<file path="src/rtl/food_placer_if.sv">
// ---------------------------------------------------------------------------
// food_placer_if
//   Occupancy query handshake between the food placer and the snake-body store.
//   master (placer):    drives query_valid/query_x/query_y, receives query_done/occupied
//   slave  (responder): receives the query, answers with query_done/occupied
//   query_valid  placer has a query pending; query_x/query_y held stable meanwhile
//   query_x/y    cell coordinates being asked about
//   query_done   responder: occupied is valid this cycle (ends the query)
//   occupied     responder: the cell overlaps the snake body
// ---------------------------------------------------------------------------
interface food_placer_if #(
  parameter int unsigned COORD_W = 10
);
  logic               query_valid;
  logic [COORD_W-1:0] query_x;
  logic [COORD_W-1:0] query_y;
  logic               query_done;
  logic               occupied;

  modport master (
    output query_valid, query_x, query_y,
    input  query_done, occupied
  );

  modport slave (
    input  query_valid, query_x, query_y,
    output query_done, occupied
  );
endinterface

</file>
<file path="src/rtl/food_placer.sv">
// ---------------------------------------------------------------------------
// food_placer
//   On start or eaten, draws candidate coordinates from the free-running
//   rand_x/rand_y source, rejects candidates that are out of range or off the
//   grid, asks the snake-body store whether the cell is occupied, and retries
//   until a free cell is found or MAX_TRIES rejections pile up, at which point
//   the fixed fallback cell is published and place_fail pulses for one cycle.
//
// Ports
//   clk, rst          system clock, asynchronous active-high reset
//   start, eaten      single-cycle request pulses (ignored unless idle)
//   rand_x, rand_y    candidate coordinates from the generator
//   q                 occupancy query handshake (food_placer_if.master)
//   food_x, food_y    published food cell
//   food_valid        food_x/food_y are valid and drawable
//   place_fail        one-cycle pulse when the fallback cell was used
//   last_tries        (FOOD_PLACER_STATS_EN) rejections in the last placement
//   fail_count        (FOOD_PLACER_STATS_EN) saturating count of place_fail pulses
//
// Build option: define FOOD_PLACER_STATS_EN to add last_tries/fail_count.
// ---------------------------------------------------------------------------
module food_placer #(
  parameter int unsigned COORD_W    = 10,
  parameter int unsigned GRID       = 10,
  parameter int unsigned X_MIN      = 20,
  parameter int unsigned X_MAX      = 620,
  parameter int unsigned Y_MIN      = 20,
  parameter int unsigned Y_MAX      = 460,
  parameter int unsigned MAX_TRIES  = 15,
  parameter int unsigned FALLBACK_X = 320,
  parameter int unsigned FALLBACK_Y = 240
) (
  input  logic               clk,
  input  logic               rst,
  input  logic               start,
  input  logic               eaten,
  input  logic [COORD_W-1:0] rand_x,
  input  logic [COORD_W-1:0] rand_y,
  food_placer_if.master      q,
  output logic [COORD_W-1:0] food_x,
  output logic [COORD_W-1:0] food_y,
  output logic               food_valid,
  output logic               place_fail
`ifdef FOOD_PLACER_STATS_EN
  ,
  output logic [3:0]         last_tries,
  output logic [7:0]         fail_count
`endif
);

  localparam logic [COORD_W-1:0] XMIN_C = COORD_W'(X_MIN);
  localparam logic [COORD_W-1:0] XMAX_C = COORD_W'(X_MAX);
  localparam logic [COORD_W-1:0] YMIN_C = COORD_W'(Y_MIN);
  localparam logic [COORD_W-1:0] YMAX_C = COORD_W'(Y_MAX);
  localparam logic [COORD_W-1:0] GRID_C = COORD_W'(GRID);
  localparam logic [COORD_W-1:0] FB_X_C = COORD_W'(FALLBACK_X);
  localparam logic [COORD_W-1:0] FB_Y_C = COORD_W'(FALLBACK_Y);
  localparam logic [3:0]         TRIES_LIM = 4'(MAX_TRIES);

  typedef enum logic [1:0] {IDLE, SAMPLE, CHECK, QUERY} state_t;

  state_t             state, state_nxt;
  logic [COORD_W-1:0] cand_x, cand_y, cand_x_nxt, cand_y_nxt;
  logic [3:0]         tries, tries_nxt, tries_inc;
  logic               qv_nxt;
  logic [COORD_W-1:0] qx_nxt, qy_nxt;
  logic [COORD_W-1:0] food_x_nxt, food_y_nxt;
  logic               food_valid_nxt, place_fail_nxt;
  logic               request, cand_ok, reject, fallback;
`ifdef FOOD_PLACER_STATS_EN
  logic [3:0]         last_tries_nxt;
  logic [7:0]         fail_count_nxt;
`endif

  // Candidate qualification and rejection bookkeeping shared by both
  // combinational processes.
  always_comb begin
    request   = start | eaten;
    cand_ok   = (cand_x >= XMIN_C) && (cand_x <= XMAX_C) &&
                (cand_y >= YMIN_C) && (cand_y <= YMAX_C) &&
                ((cand_x % GRID_C) == '0) && ((cand_y % GRID_C) == '0);
    tries_inc = tries + 4'd1;
    reject    = ((state == CHECK) && !cand_ok) ||
                ((state == QUERY) && q.query_done && q.occupied);
    // tries tops out at MAX_TRIES (<= 15), so the 4-bit counter never wraps.
    fallback  = reject && (tries_inc == TRIES_LIM);
  end

  // Next-state logic
  always_comb begin
    state_nxt = state;
    case (state)
      IDLE:   if (request) state_nxt = SAMPLE;
      SAMPLE: state_nxt = CHECK;
      CHECK:  if (cand_ok)       state_nxt = QUERY;
              else if (fallback) state_nxt = IDLE;
              else               state_nxt = SAMPLE;
      QUERY:  if (q.query_done) begin
                if (q.occupied && !fallback) state_nxt = SAMPLE;
                else                         state_nxt = IDLE;
              end
      default: state_nxt = IDLE;
    endcase
  end

  // Output/datapath next values; everything is registered below.
  always_comb begin
    cand_x_nxt     = cand_x;
    cand_y_nxt     = cand_y;
    tries_nxt      = tries;
    qv_nxt         = q.query_valid;
    qx_nxt         = q.query_x;
    qy_nxt         = q.query_y;
    food_x_nxt     = food_x;
    food_y_nxt     = food_y;
    food_valid_nxt = food_valid;
    place_fail_nxt = 1'b0;
`ifdef FOOD_PLACER_STATS_EN
    last_tries_nxt = last_tries;
    fail_count_nxt = fail_count;
`endif
    case (state)
      IDLE: if (request) begin
        food_valid_nxt = 1'b0;
        tries_nxt      = '0;
      end
      SAMPLE: begin
        cand_x_nxt = rand_x;
        cand_y_nxt = rand_y;
      end
      CHECK: if (cand_ok) begin
        qv_nxt = 1'b1;
        qx_nxt = cand_x;
        qy_nxt = cand_y;
      end
      QUERY: if (q.query_done) begin
        qv_nxt = 1'b0;
        if (!q.occupied) begin
          food_x_nxt     = cand_x;
          food_y_nxt     = cand_y;
          food_valid_nxt = 1'b1;
`ifdef FOOD_PLACER_STATS_EN
          last_tries_nxt = tries;
`endif
        end
      end
      default: ;
    endcase
    if (reject) begin
      tries_nxt = tries_inc;
      if (fallback) begin
        food_x_nxt     = FB_X_C;
        food_y_nxt     = FB_Y_C;
        food_valid_nxt = 1'b1;
        place_fail_nxt = 1'b1;
`ifdef FOOD_PLACER_STATS_EN
        last_tries_nxt = tries_inc;
        if (fail_count != '1) fail_count_nxt = fail_count + 8'd1;
`endif
      end
    end
  end

  // State and output registers
  always_ff @(posedge clk or posedge rst) begin
    if (rst) begin
      state         <= IDLE;
      cand_x        <= '0;
      cand_y        <= '0;
      tries         <= '0;
      q.query_valid <= 1'b0;
      q.query_x     <= '0;
      q.query_y     <= '0;
      food_x        <= FB_X_C;
      food_y        <= FB_Y_C;
      food_valid    <= 1'b0;
      place_fail    <= 1'b0;
`ifdef FOOD_PLACER_STATS_EN
      last_tries    <= '0;
      fail_count    <= '0;
`endif
    end else begin
      state         <= state_nxt;
      cand_x        <= cand_x_nxt;
      cand_y        <= cand_y_nxt;
      tries         <= tries_nxt;
      q.query_valid <= qv_nxt;
      q.query_x     <= qx_nxt;
      q.query_y     <= qy_nxt;
      food_x        <= food_x_nxt;
      food_y        <= food_y_nxt;
      food_valid    <= food_valid_nxt;
      place_fail    <= place_fail_nxt;
`ifdef FOOD_PLACER_STATS_EN
      last_tries    <= last_tries_nxt;
      fail_count    <= fail_count_nxt;
`endif
    end
  end

endmodule
</file>
<file path="src/flat_wrapper.sv">
// flat-port wrapper written by rule: the top's interface ports become plain ports
module food_placer_flat 
#(
  parameter int unsigned COORD_W    = 10,
  parameter int unsigned GRID       = 10,
  parameter int unsigned X_MIN      = 20,
  parameter int unsigned X_MAX      = 620,
  parameter int unsigned Y_MIN      = 20,
  parameter int unsigned Y_MAX      = 460,
  parameter int unsigned MAX_TRIES  = 15,
  parameter int unsigned FALLBACK_X = 320,
  parameter int unsigned FALLBACK_Y = 240
)
  (clk, rst, start, eaten, rand_x, rand_y, food_x, food_y, food_valid, place_fail, q_query_valid, q_query_x, q_query_y, q_query_done, q_occupied);
  food_placer_if #(.COORD_W(COORD_W)) q_i ();
  input  logic clk;
  input  logic rst;
  input  logic start;
  input  logic eaten;
  input  logic [COORD_W-1:0] rand_x;
  input  logic [COORD_W-1:0] rand_y;
  output logic [COORD_W-1:0] food_x;
  output logic [COORD_W-1:0] food_y;
  output logic food_valid;
  output logic place_fail;
  output wire logic [$bits(q_i.query_valid)-1:0] q_query_valid;
  output wire logic [$bits(q_i.query_x)-1:0] q_query_x;
  output wire logic [$bits(q_i.query_y)-1:0] q_query_y;
  input wire logic [$bits(q_i.query_done)-1:0] q_query_done;
  input wire logic [$bits(q_i.occupied)-1:0] q_occupied;
  assign q_query_valid = q_i.query_valid;
  assign q_query_x = q_i.query_x;
  assign q_query_y = q_i.query_y;
  assign q_i.query_done = q_query_done;
  assign q_i.occupied = q_occupied;
  food_placer #(.COORD_W(COORD_W), .GRID(GRID), .X_MIN(X_MIN), .X_MAX(X_MAX), .Y_MIN(Y_MIN), .Y_MAX(Y_MAX), .MAX_TRIES(MAX_TRIES), .FALLBACK_X(FALLBACK_X), .FALLBACK_Y(FALLBACK_Y)) u_core (.clk(clk), .rst(rst), .start(start), .eaten(eaten), .rand_x(rand_x), .rand_y(rand_y), .q(q_i), .food_x(food_x), .food_y(food_y), .food_valid(food_valid), .place_fail(place_fail));
endmodule
</file>
<file path="config.mk">
export PLATFORM = sky130hd
export DESIGN_NAME = food_placer_flat
export DESIGN_NICKNAME = d
export VERILOG_FILES = /design/src/rtl/food_placer_if.sv /design/src/rtl/food_placer.sv /design/src/flat_wrapper.sv
export SDC_FILE = /design/constraint.sdc
export NUM_CORES = 1
export LEC_CHECK = 0
export BUFFER_PORTS_ARGS = -buffer_cell sky130_fd_sc_hd__buf_2
export CORE_MARGIN = 2
export CORE_UTILIZATION = 53
export CTS_BUF_LIST = sky130_fd_sc_hd__clkbuf_16
export CTS_CLUSTER_DIAMETER = 50
export DETAILED_ROUTE_END_ITERATION = 8
export PLACE_DENSITY = 0.77
export SYNTH_ARGS = -nofsm -noshare
export SYNTH_HDL_FRONTEND = slang
export SYNTH_SLANG_ARGS = --single-unit
</file>
<file path="constraint.sdc">
create_clock -name clk -period 3.75 [get_ports clk]
set_input_delay 0.5625 -clock clk [delete_from_list [all_inputs] [get_ports clk]]
set_output_delay 0.5625 -clock clk [all_outputs]
set_load 0.03 [all_outputs]
</file>
==> metrics.md, run 1 <==
| Metric | Value |
|---|---|
| Outcome | `finished with violations` |
| Failing checks | `setup timing` |
| Reg-to-Reg End | `u_core.q.query_y[1]` |
| HP Class | `primary input to register` |
| Final Power | `between 8 and 9 mW` |
| Die W | `101 um` |
| Top Layer Used | `met4` |
| DRC | `0` |
| Core area | `approximately 0.0092 mm^2` |
| Fin worst setup slack | `-0.459 ns` |
| Routability Congestion | `around 0.95` |
| Drt wl/cell | `19.9 um` |
| Layout cell share with drive strength beyond 1 | `between 40 and 50%` |
| DR pass1 iterations | `7` |
| Clock slew at reported path FFs | `approximately 0.06 ns` |
| Ant diodes | `0` |
| Initial Util | `54.0%` |
| Cells on Worst Hold Path | `3` |
| HPWL after DPL | `11000 um` |
| Routed wl met2 | `about 8700 um` |
| Final setup fails | `49` |
| Rows | `35` |
| Crit path max fanout | `5` |
| CP Capture Type | `register` |
| CTS tree | `built` |
| # H-tree levels | `3` |
| Reg-to-reg setup timing slack | `-0.46 ns` |
| Vias in the first global route | `about 5400` |
| Global-route wire length before repair | `27000 um` |
| Tcrit/Tclk final | `112%` |
| Wl on met1 | `6630 um` |
| Unrepaired setup endpoints after global routing | `yes` |
| Hold slack | `0.436 ns` |
| Clock buffer depth | `2` |
| TNS Setup | `-17.74 ns` |
| Post-synth EDFFs | `0` |
| Power Density | `about 1200 mW/mm^2` |
| Hold Path Origin | `rand_y[6]` |
| Synth cell count leaders | `dfrtp_1, nand2_1, nor2_1` |
| P&R area growth vs syn | `41.5%` |
| Post-route ant nets | `0` |
| Die Span Y | `between 100 and 150 um` |
| Filler cells | `622` |
| Clock Sinks | `69` |
| Final hold viol count | `0` |
| Syn Area/Cell | `8.83 um^2` |
| Post-synth cell types | `slightly above 80` |
| Reg2Reg Depth | `18` |
| Root Buffer | `clkbuf_16` |
| FMAX | `between 200 and 250 MHz` |
| Top cell type's share of synthesized area | `roughly a third` |
| Sequential share of the synthesized area | `35.1%` |
| Syn Inst Count | `560` |
| Clk_skew | `about 0.014 ns` |
| Rel. slew slack | `30.3%` |
| Yosys warns | `0` |
| Worst Setup Start Kind | `register` |
| R2r startpoint | `u_core.cand_y[7]` |
| Final net count | `775` |
| Placement Setup Slack | `-0.674 ns` |
| Die footprint | `between 0.01 and 0.015 mm^2` |
| Total Routing Usage GR | `33.8%` |
| WS Path Type | `register to register` |
| Cell Count, Final, Fillers Out | `857` |
| Met3 WL | `1060 um` |
| CTS buffer count | `9` |
| Initial antenna violation count | `0` |
| IR drop worst, VDD | `0.000603 V` |
| Max cap viols | `0` |
| Later-pin clock latency in the skew report | `0.33 ns` |
| Boundary Pins | `69` |
| Hold Buf Count CTS | `0` |
| Ys async rst share | `100%` |
| Pleak | `3.32 nW` |
| Slew @ Worst Pin | `between 1 and 1.5 ns` |
| Largest net degree at the start of global routing | `50` |
| Register bit total from synthesis | `between 60 and 70` |
| Total congestion overflow | `0` |
| Worst Path Arrival | `4.43 ns` |
| Ranking of synthesized cells by area | `dfrtp_1, nand2_1, mux2_1` |
| Post-placement cell count | `approximately 800` |
| Synthesized area | `0.00494 mm^2` |
| Syn_nets | `approximately 600` |
| Initial DRC Count | `339` |
| Number of port buffers | `68` |
| Leading cell type by number of instances after synthesis | `dfrtp_1` |
| Final Max Slew Viols | `0` |
| Hold endpoint | `u_core.cand_y[6]` |
| Post-Route WL | `between 15000 and 20000 um` |
| Vias per cell | `6.25` |
| Via Count | `5360` |
| CP required | `3.97 ns` |
| Post-route minimum period | `4.21 ns` |
| Largest area contributor in the netlist | `dfrtp_1` |
| Prevailing post-synth register cell | `dfrtp_1` |
kinds of logic (layout without fill, tap and decap cells):
| family | Yosys count | after routing | synth area share (%) |
|---|---|---|---|
| AND/OR/NAND/NOR | 208 | 208 | 23.0 |
| flip-flops | 69 | 69 | 35.1 |
| multiplexers | 33 | 33 | 7.42 |
| XOR/XNOR | 10 | 10 | 1.77 |
| AO/OA/AOI/OAI | 165 | 166 | 24.4 |
| adder cells (fa/ha/maj) | 8 | 8 | 2.02 |
| buffers and inverters | 67 | 252 | 6.28 |
flip-flops by register name, indices dropped and copies added (netlist names):
signal	flops
u_core.cand_x	10
u_core.cand_y	10
u_core.food_x	10
u_core.food_y	10
u_core.q.query_x	10
u_core.q.query_y	10
u_core.tries	4
u_core.state	2
u_core.food_valid	1
u_core.place_fail	1
u_core.q.query_valid	1
per-stage QoR:
| stage | utilization (%) | instance area (um^2) |
|---|---|---|
| 2_1_floorplan | - | 5060 |
| 3_3_place_gp | 66.6 | 6090 |
| 3_5_place_dp | 66.6 | 6090 |
| 4_1_cts | 74.8 | 6840 |
| 5_1_grt | 76.4 | 7000 |
| 6_report | 76.4 | 7000 |
layer usage:
metal,vias up,global-route usage (%)
met5,-,0
met4,0,16.1
met3,58,5.48
met2,251,57.4
met1,2616,42.0
li1,2435,-
worst max-delay path: stages (launching register included):
cell      delay [ns]
dfrtp_2         0.43
buf_6           0.14
or3b_4          0.40
a21oi_2         0.19
buf_4           0.14
nor3_1          0.05
a32o_2          0.24
o311a_4         0.40
nor2_4          0.14
ha_4            0.16
nand3b_1        0.13
nand4b_1        0.11
a41o_1          0.26
nor4b_4         0.33
a21oi_2         0.13
nor3_4          0.24
buf_4           0.17
buf_8           0.12
mux2_4          0.30
worst max-delay path by stage:
stage                          end  depth (start not counted)              from
3_5_place_dp      u_core.food_y[2]                         15  u_core.cand_y[8]
6_report       u_core.q.query_y[1]                         18  u_core.cand_y[7]
3_3_place_gp      u_core.food_x[9]                         15  u_core.cand_y[9]
5_1_grt        u_core.q.query_y[2]                         18  u_core.cand_y[7]
2_1_floorplan  u_core.q.query_x[1]                         18  u_core.cand_y[6]
4_1_cts           u_core.food_y[2]                         19  u_core.cand_y[5]
report_power, final:
group / switching (mW) / total (mW) / leakage, nW / internal [mW]
Clock: 0.327 / 0.834 / 0.153 / 0.506
Sequential: 0.373 / 1.43 / 0.874 / 1.06
Combinational: 3.13 / 5.92 / 2.29 / 2.79
Total: 3.83 / 8.19 / 3.32 / 4.36
area by class of cell:
cell class,instances,area (um^2),area share (%)
clock buffer,9,225,3.22
clock inverter,7,60.1,0.858
inverter,18,67.6,0.966
multi-input combinational,425,3240,46.3
sequential,69,1740,24.8
tap,111,139,1.98
timing repair buffer,218,1530,21.9
layout by cell type, fill, tap and decap left out, drive strengths merged, types with 11 or more instances in the layout:
cell / instances
a21boi: 16
a21oi: 23
buf: 218
dfrtp: 63
inv: 21
mux2: 29
nand2: 61
nand2b: 14
nand3: 11
nor2: 32
nor2b: 14
nor3: 22
o21ai: 29
repair_timing:
item,CTS,global route
pin swaps,15,14
cloned,2,0
setup buffers,37,9
setup endpoints to repair,49,49
gates resized for setup,40,31
Note: power is estimated with default switching activity, not from simulation.
==> run 2, diff against run 1 <==
- SKIP_LAST_GASP: unset -> 1
==> run 2 against run 1 <==
  * The flow still finishes with violations (setup timing)
  * Critical path type unchanged
  * Sequential share of layout area is essentially flat
  * Largest cell class unchanged
  * Register-to-register slack about the same
  * Non-clock buffer count unchanged
  * Highest routed layer unchanged
  * Sequential power barely moved
  * Cell area decreased by 0.11%
==> metrics.md, run 2 (synthesis results as in run 1) <==
| Metric | Value |
|---|---|
| Critical path startpoint | `u_core.cand_y[7]` |
| Vias per cell | `6.27` |
| Finished Cell Area | `0.00699 mm^2` |
| DRC | `0` |
| Clk_skew | `0.0150 ns` |
| CP Capture Type | `register` |
| Pint | `4.35 mW` |
| Post-Route WL | `about 17000 um` |
| HPWL after DPL | `11000 um` |
| Die W | `101 um` |
| Final Power | `8.17 mW` |
| Placed Instance Area | `0.00609 mm^2` |
| Core area | `0.00915 mm^2` |
| Number of port buffers | `roughly 70` |
| Die footprint | `between 0.01 and 0.015 mm^2` |
| Die Span Y | `a little over 100 um` |
| Slew @ Worst Pin | `1.05 ns` |
| Tcrit/Tclk final | `112%` |
| Hold Buf Count CTS | `0` |
| Routability Congestion | `~0.95` |
| WS Path Type | `register to register` |
| Sw frac | `46.7%` |
| Final Max Slew Viols | `0` |
| Unrepaired setup endpoints after global routing | `yes` |
| Outcome | `finished with violations` |
| Critical path's slowest cell | `or4_4` |
| CP required | `about 4.0 ns` |
| Layout cell share with drive strength beyond 1 | `44.5%` |
| Rel. slew slack | `29.9%` |
| Root Buffer | `clkbuf_16` |
| FMAX | `approximately 240 MHz` |
| Critical path's most frequent cell | `buf_6` |
| R2r startpoint | `u_core.cand_y[7]` |
| Ant diodes | `0` |
| CP top delay family | `simple AND/OR/NAND/NOR gates` |
| Clock Sinks | `69` |
| Largest stage delay, worst path | `0.50 ns` |
| Post-layout util | `about three quarters` |
| Reg power frac | `17.5%` |
| # H-tree levels | `3` |
| P&R area growth vs syn | `41.4%` |
| Total congestion overflow | `0` |
| Filler cells | `~630` |
| Hold Path Origin | `rand_y[6]` |
| Crit path max fanout | `8` |
| Worst Setup Start Kind | `register` |
| Max cap viols | `0` |
| Cell Count, Final, Fillers Out | `857` |
| Bufs and invs on worst path | `5` |
| Initial Util | `54.0%` |
| Power Density | `1170 mW/mm^2` |
| Later-pin clock latency in the skew report | `0.34 ns` |
| Failing checks | `setup timing` |
| Clock buffer depth | `2` |
| Gate power share | `72.3%` |
| Post-route minimum period | `4.21 ns` |
| CTS buffer count | `9` |
| Total Routing Usage GR | `around a third` |
| Post-route ant nets | `0` |
| Final net count | `775` |
| Pleak | `3.32 nW` |
| Global-route wire length before repair | `27000 um` |
| CTS tree | `built` |
| HP Class | `primary input to register` |
| Clock slew at reported path FFs | `around 0.06 ns` |
| Initial DRC Count | `295` |
| Net Switching | `3.82 mW` |
| Largest net degree at the start of global routing | `50` |
| Vias in the first global route | `~5400` |
| IR drop worst, VDD | `~0.0006 V` |
| Fin worst setup slack | `-0.456 ns` |
| Final hold viol count | `0` |
| Rows | `35` |
| Clk pwr share | `10.2%` |
| Most frequent cells in the layout | `buf_4, buf_2, nand2_1, dfrtp_1, nor2_1` |
| Final setup fails | `49` |
| Worst Path Arrival | `4.42 ns` |
| Initial antenna violation count | `0` |
| Drt wl/cell | `19.8 um` |
| DR pass1 iterations | `5` |
| Boundary Pins | `69` |
| Most common cell after layout, fill and taps aside | `buf_4` |
| Placement Setup Slack | `-0.674 ns` |
| Post-placement cell count | `796` |
| Cell-by-cell listing of the critical path | `buf_6 > or3b_4 > a21oi_2 > or2_4 > buf_6 > nor4_4 > o22ai_2 > a31o_2 > nor2_4 > ha_4 > or4_4 > nand4b_1 > a41o_1 > nor4b_4 > buf_4 > a211oi_4 > buf_4 > o31ai_4 > buf_6 > a21boi_2` |
| Via Count | `5376` |
==> run 2: cell count changes in the layout (fill, tap and decap cells not counted) <==
cell    change
buf_6       +1
buf_8       -1
mux2_2      +1
mux2_4      -1
==> run 2: final cells by class <==
| cell class | count | area (um^2) | share of cell area [%] |
|---|---|---|---|
| inverters | 18 | 67.6 | 0.967 |
| multi-input cells | 425 | 3230 | 46.3 |
| well taps | 111 | 139 | 1.99 |
| clock inverters | 7 | 60.1 | 0.859 |
| clock buffers | 9 | 225 | 3.22 |
| repair buffers | 218 | 1530 | 21.8 |
| flip-flops and latches | 69 | 1740 | 24.9 |
==> run 2: metrics by stage <==
step                      hold WS, ns  TNS (ns)
after global routing            0.445    -24.10
final                           0.435    -17.58
after global placement          0.464    -19.88
after detailed placement        0.483    -25.04
after CTS                       0.434     -9.70
after floorplan                 0.498     -1.64
==> run 2: per-layer routing <==
metal,global-route usage [%],routed length (um)
met1,42.0,6570
met2,57.4,8570
met3,5.48,1090
met4,16.1,697
met5,0,0
==> run 2: timing repair <==
action | CTS | global route
resized for setup | 40 | 29
pin swaps | 15 | 14
setup buffers | 37 | 9
endpoints found under the setup margin | 49 | 49
cloned | 2 | 0
==> run 2: final timing paths <==
check                                       to  slack, ns  cells past startpoint
min                           u_core.cand_y[6]       0.43                      3
min reg2reg                   u_core.food_x[6]       0.49                      2
max                           u_core.food_x[2]      -0.46                     20
max in group asynchronous     u_core.cand_x[9]       2.37                      3
max reg2reg                   u_core.food_x[2]      -0.46                     20
min in group asynchronous  u_core.q.query_y[1]       0.49                      2
==> run 2: worst min-delay path: cells and delay by family <==
| family | cells | cell delay, ns |
|---|---|---|
| compound gates | 1 | 0.06 |
| simple gates | 1 | 0.04 |
| buf+inv | 1 | 0.08 |
==> run 2: power groups by stage <==
stage / Clock (mW) / Sequential (mW) / Combinational [mW]
2_1_floorplan: 0 / 1.55 / 2.96
3_3_place_gp: 0 / 1.41 / 4.78
6_report: 0.836 / 1.43 / 5.91
4_1_cts: 0.841 / 1.41 / 5.51
5_1_grt: 0.867 / 1.47 / 6.28
3_5_place_dp: 0 / 1.43 / 4.87
